### src/rtl/mips_alu_arbiter_pkg.sv
// mips_alu_arbiter_pkg: ALU control codes, arbiter FSM states and control-code legality check
package mips_alu_arbiter_pkg;
  localparam logic [3:0] CTL_AND = 4'b0000;
  localparam logic [3:0] CTL_OR  = 4'b0001;
  localparam logic [3:0] CTL_ADD = 4'b0010;
  localparam logic [3:0] CTL_SUB = 4'b0110;
  localparam logic [3:0] CTL_SLT = 4'b0111;
  localparam logic [3:0] CTL_NOR = 4'b1100;
  typedef enum logic [1:0] {IDLE, EXEC, HOLD} state_e;
  function automatic logic ctl_legal(input logic [3:0] c);
    return c inside {CTL_AND, CTL_OR, CTL_ADD, CTL_SUB, CTL_SLT, CTL_NOR};
  endfunction
endpackage

### src/rtl/mipsALU.sv
// mipsALU: combinational MIPS ALU (AND/OR/ADD/SUB/SLT/NOR) with zero flag
module mipsALU
  import mips_alu_arbiter_pkg::*;
#(
  parameter int WIDTH = 8
) (
  input  logic [3:0]       alu_ctl,
  input  logic [WIDTH-1:0] a,
  input  logic [WIDTH-1:0] b,
  output logic [WIDTH-1:0] alu_out,
  output logic             zero
);
  logic lt;
  always_comb begin
    lt = $signed(a) < $signed(b);
    alu_out = alu_ctl == CTL_AND ? a & b :
              alu_ctl == CTL_OR  ? a | b :
              alu_ctl == CTL_ADD ? a + b :
              alu_ctl == CTL_SUB ? a - b :
              alu_ctl == CTL_SLT ? {{(WIDTH-1){1'b0}}, lt} :
              alu_ctl == CTL_NOR ? ~(a | b) : '0;
    zero = alu_out == '0;
  end
endmodule

### src/rtl/mips_alu_arbiter.sv
// mips_alu_arbiter: round-robin arbiter sharing one mipsALU between two requesters (IDLE/EXEC/HOLD)
module mips_alu_arbiter
  import mips_alu_arbiter_pkg::*;
#(
  parameter int WIDTH = 8
) (
  input  logic             clk,
  input  logic             rst_n,
  input  logic             req0_valid,
  output logic             req0_ready,
  input  logic [WIDTH-1:0] req0_a,
  input  logic [WIDTH-1:0] req0_b,
  input  logic [3:0]       req0_ctl,
  input  logic             req1_valid,
  output logic             req1_ready,
  input  logic [WIDTH-1:0] req1_a,
  input  logic [WIDTH-1:0] req1_b,
  input  logic [3:0]       req1_ctl,
  output logic             rsp_valid,
  input  logic             rsp_ready,
  output logic             rsp_id,
  output logic [WIDTH-1:0] rsp_out,
  output logic             rsp_zero,
  output logic             rsp_err,
  output logic             busy
);
  state_e state_q, state_d;
  logic last_q, last_d, id_q, id_d, rsp_id_q, rsp_id_d, rsp_zero_q, rsp_zero_d, rsp_err_q, rsp_err_d;
  logic [WIDTH-1:0] a_q, a_d, b_q, b_d, rsp_out_q, rsp_out_d, alu_out;
  logic [3:0] ctl_q, ctl_d;
  logic gnt0, gnt1, alu_zero, legal;
  mipsALU #(.WIDTH(WIDTH)) u_alu (
    .alu_ctl (ctl_q),
    .a       (a_q),
    .b       (b_q),
    .alu_out (alu_out),
    .zero    (alu_zero)
  );
  always_comb begin
    state_d = state_q;
    last_d = last_q;
    id_d = id_q;
    a_d = a_q;
    b_d = b_q;
    ctl_d = ctl_q;
    rsp_out_d = rsp_out_q;
    rsp_zero_d = rsp_zero_q;
    rsp_err_d = rsp_err_q;
    rsp_id_d = rsp_id_q;
    gnt1 = req1_valid && (!req0_valid || !last_q);
    gnt0 = req0_valid && !gnt1;
    req0_ready = state_q == IDLE && gnt0;
    req1_ready = state_q == IDLE && gnt1;
    legal = ctl_legal(ctl_q);
    if (req0_ready || req1_ready) begin
      state_d = EXEC;
      last_d = gnt1;
      id_d = gnt1;
      a_d = gnt1 ? req1_a : req0_a;
      b_d = gnt1 ? req1_b : req0_b;
      ctl_d = gnt1 ? req1_ctl : req0_ctl;
    end
    if (state_q == EXEC) begin
      state_d = HOLD;
      rsp_out_d = legal ? alu_out : '0;
      rsp_zero_d = legal && alu_zero;
      rsp_err_d = !legal;
      rsp_id_d = id_q;
    end
    if (state_q == HOLD && rsp_ready) state_d = IDLE;
    rsp_valid = state_q == HOLD;
    busy = state_q != IDLE;
    rsp_out = rsp_out_q;
    rsp_zero = rsp_zero_q;
    rsp_err = rsp_err_q;
    rsp_id = rsp_id_q;
  end
  always_ff @(posedge clk or negedge rst_n) begin
    if (!rst_n) begin
      state_q <= IDLE;
      last_q <= 1'b1;
      id_q <= 1'b0;
      a_q <= '0;
      b_q <= '0;
      ctl_q <= '0;
      rsp_out_q <= '0;
      rsp_zero_q <= 1'b0;
      rsp_err_q <= 1'b0;
      rsp_id_q <= 1'b0;
    end else begin
      state_q <= state_d;
      last_q <= last_d;
      id_q <= id_d;
      a_q <= a_d;
      b_q <= b_d;
      ctl_q <= ctl_d;
      rsp_out_q <= rsp_out_d;
      rsp_zero_q <= rsp_zero_d;
      rsp_err_q <= rsp_err_d;
      rsp_id_q <= rsp_id_d;
    end
  end
endmodule

### config.mk
export PLATFORM = sky130hd
export DESIGN_NAME = mips_alu_arbiter
export DESIGN_NICKNAME = d
export VERILOG_FILES = /design/src/rtl/mips_alu_arbiter_pkg.sv /design/src/rtl/mipsALU.sv /design/src/rtl/mips_alu_arbiter.sv
export SDC_FILE = /design/constraint.sdc
export NUM_CORES = 1
export LEC_CHECK = 0
export BUFFER_PORTS_ARGS = -buffer_cell sky130_fd_sc_hd__buf_2
export CAP_MARGIN = 20
export CORE_ASPECT_RATIO = 0.8
export CORE_MARGIN = 1
export CORE_UTILIZATION = 55
export DETAILED_ROUTE_END_ITERATION = 10
export MAX_ROUTING_LAYER = met4
export PLACE_DENSITY = 0.81
export SLEW_MARGIN = 25
export SYNTH_ARGS = -nofsm -noshare
export SYNTH_HDL_FRONTEND = slang
export SYNTH_SLANG_ARGS = --single-unit
### constraint.sdc
create_clock -name clk -period 7.52 [get_ports clk]
set_input_delay 1.128 -clock clk [delete_from_list [all_inputs] [get_ports clk]]
set_output_delay 1.128 -clock clk [all_outputs]
set_load 0.03 [all_outputs]
==> flow_summary.json <==
{
  "multiInputGateArea_mm2": 0.001669,
  "instances_no_fill": 418,
  "arrival_ps": 1770,
  "cts.path.max_buffers": 2,
  "die_height_um": 64.84,
  "grt_max_degree": 42,
  "grt_setup_unrepaired": "false",
  "required_ps": 6390,
  "grt_pass1_wl_um": 10750,
  "place_inst": 410,
  "finalHoldViolations": 0,
  "fillers": 415,
  "drive_above_1_share_pct": 22.91,
  "worstPathMaxFanout": 3,
  "totalWireLength_um": 6305,
  "place_congestion": 0.9028,
  "clk_pin_slew_worst_paths_ps": 70,
  "power.leakage_nw": 1.525,
  "antenna_found_initial": 0,
  "cpMostUsedCell": "buf_2",
  "diodes": 0,
  "syn_inst": 306,
  "powerDensity_mw_per_mm2": 470.0,
  "cts_sinks": 35,
  "slew-limit-headroom_pct": 47.84,
  "root_buffer": "clkbuf_8",
  "max_cap_viol_count": 0,
  "use_met3_pct": 5.493,
  "yosysSeqAreaShare_pct": 32.30,
  "die_x_um": 80.56,
  "dp_hpwl_um": 4706,
  "ios": 60,
  "grt_util_all_layers_pct": 27.43,
  "grt.busiest_layer": "met2",
  "area_growth_pct": 14.70,
  "antenna_left": 0,
  "gr-usage-met1_pct": 39.50,
  "p_total_mw": 1.464,
  "setup_viol": 0,
  "period_needed_ps": 2897,
  "yosysWarnings": 0,
  "synth_enable_flop_cells": 0,
  "final_net_count": 428,
  "ir_worst_vdd_v": 0.0003021,
  "cts_tree": "built",
  "placementRows": 22,
  "fmax_ghz": 0.3452,
  "start_util_pct": 58.36,
  "wl_per_cell_um": 15.08,
  "dr.pass1.iters": 5,
  "drv_slew": 0,
  "async_flop_share_pct": 100.0,
  "cts_hold_buffers": 0,
  "synth_cell_types": 59,
  "end_kind": "output port",
  "path_class": "in -> out",
  "skew_ps": 7.423,
  "cts_buffers": 5,
  "vias_per_cell": 5.758,
  "post_cts_buffers": 0,
  "status": "completed",
  "start_kind": "input port",
  "fp.dieArea_mm2": 0.005223,
  "syn_area_per_cell_um2": 8.873,
  "drcViolationCount": 0,
  "tightest_slew_ps": 782.4,
  "critPathSlowestCell": "buf_2",
  "ys_ff_latch": 35,
  "port_buffers": 59,
  "worst-path-buf-inv": 2,
  "critPathMaxStageDelay_ps": 200,
  "grt-ovfl-total": 0,
  "drt-initial-drc-count": 308,
  "clk_latency_ps": 290,
  "setup_tns_ps": 0,
  "use_met2_pct": 40.57,
  "synthFlopType": "dfrtp_1",
  "dr_total_vias": 2407,
  "syn_area_mm2": 0.002715,
  "synth_nets": 377,
  "htree_num_levels": 2,
  "cts_resized": 0,
  "grt_pass1_vias": 2211,
  "crit_family": "buffers and inverters",
  "ff_latch_area_um2": 877.1,
  "core_mm2": 0.004652,
  "hp-class": "reg -> reg",
  "path_cells": "buf_2 -> a21boi_2 -> and2_1 -> buf_2",
  "fin_crit_sh_pct": 38.52
}
[synthesized netlist by cell type (4+ instances only)]
cell type,count,share of area [%]
nor2b_1,4,0.92
xnor2_1,5,1.6
clkbuf_1,14,1.9
ha_1,24,11
nor2_1,34,4.7
inv_1,27,3.7
a22oi_1,6,1.7
a31oi_1,4,0.92
a21oi_1,32,5.9
o21ai_0,13,2.4
dfrtp_1,34,31
o31ai_1,4,1.1
o22ai_1,4,0.92
mux2i_1,23,8.5
o21bai_1,4,1.1
nand2_1,11,1.5
a21o_1,5,1.4
[per-stage QoR]
stage | setup WS [ps] | util [%] | hold slack [ps] | instance area [um2]
after floorplan | 4280 | - | 445.8 | 2715
after global placement | 4653 | 65.20 | 470.8 | 3033
after detailed placement | 4622 | 65.20 | 476.9 | 3033
after CTS | 4619 | 66.94 | 492.5 | 3114
after global routing | 4557 | 66.94 | 510.6 | 3114
final | 4623 | 66.94 | 486.9 | 3114
[placed cells by master, fill, tap and decap left out, types with 6 or more instances in the layout]
cell type	Yosys	layout
buf_2	2	59
dfrtp_1	34	34
nor2_1	34	33
a21oi_1	32	32
inv_1	27	27
ha_1	24	24
mux2i_1	23	23
o21ai_0	13	13
nand2_1	11	11
a22oi_1	6	6
[area by class of cell]
cell class | count | area share (%)
clock buffer | 7 | 2.451
tap | 60 | 2.411
timing repair buffer | 61 | 9.964
clock inverter | 1 | 0.1607
sequential | 35 | 28.16
multi-input combinational | 227 | 53.60
inverter | 27 | 3.254
[routing by layer]
| metal | share of wire [%] | wire, um |
|---|---|---|
| met2 | 43 | 2719 |
| met5 | 0 | 0 |
| met3 | 6.6 | 415 |
| met1 | 49 | 3116 |
| met4 | 0.84 | 53 |
[logic make-up (layout without fill, tap and decap cells)]
| kind of cell | count (synthesis) | in the layout | share of synthesized area (%) |
|---|---|---|---|
| xor gates and xnor gates | 5 | 5 | 1.613 |
| AOI/OAI and AO/OA | 98 | 98 | 24.29 |
| and+or+nand+nor | 74 | 74 | 13.92 |
| muxes | 24 | 24 | 8.894 |
| adders and majority gates | 26 | 26 | 12.53 |
| DFF | 35 | 35 | 32.30 |
| buffers and inverters | 44 | 96 | 6.452 |
[worst paths after layout]
kind	slack, ps	to	startpoint	cells past startpoint
worst max-delay path	4620	req1_ready	req1_valid	4
max in group asynchronous	6110	rsp_out[7]$_DFFE_PN0P_	rst_n	1
worst min-delay path	490	rsp_out[0]$_DFFE_PN0P_	rsp_out[0]$_DFFE_PN0P_	2
worst max register to register	4820	rsp_zero$_DFFE_PN0P_	a_q[0]$_DFFE_PN0P_	10
min in group asynchronous	910	b_q[0]$_DFFE_PN0P_	rst_n	1
worst min register to register	490	rsp_out[0]$_DFFE_PN0P_	rsp_out[0]$_DFFE_PN0P_	2
[power by group]
| part | internal [mW] | switching (mW) | total (mW) |
|---|---|---|---|
| Clock | 0.0651 | 0.0706 | 0.136 |
| Combinational | 0.391 | 0.552 | 0.944 |
| Sequential | 0.273 | 0.111 | 0.385 |
[sequential cells by signal (all words and copies together) (netlist names)]
register,flops
rsp_zero,1
rsp_id,1
a_q,8
last_q,1
ctl_q,4
b_q,8
state_q,2
id_q,1
rsp_out,8
rsp_err,1
[worst min-delay path, delay by kind of cell, from the launching register on]
family / cells / cell delay (ps)
and+or+nand+nor: 1 / 50
DFF: 1 / 350
AOI/OAI and AO/OA: 1 / 60
(Power assumes the default switching activity.)
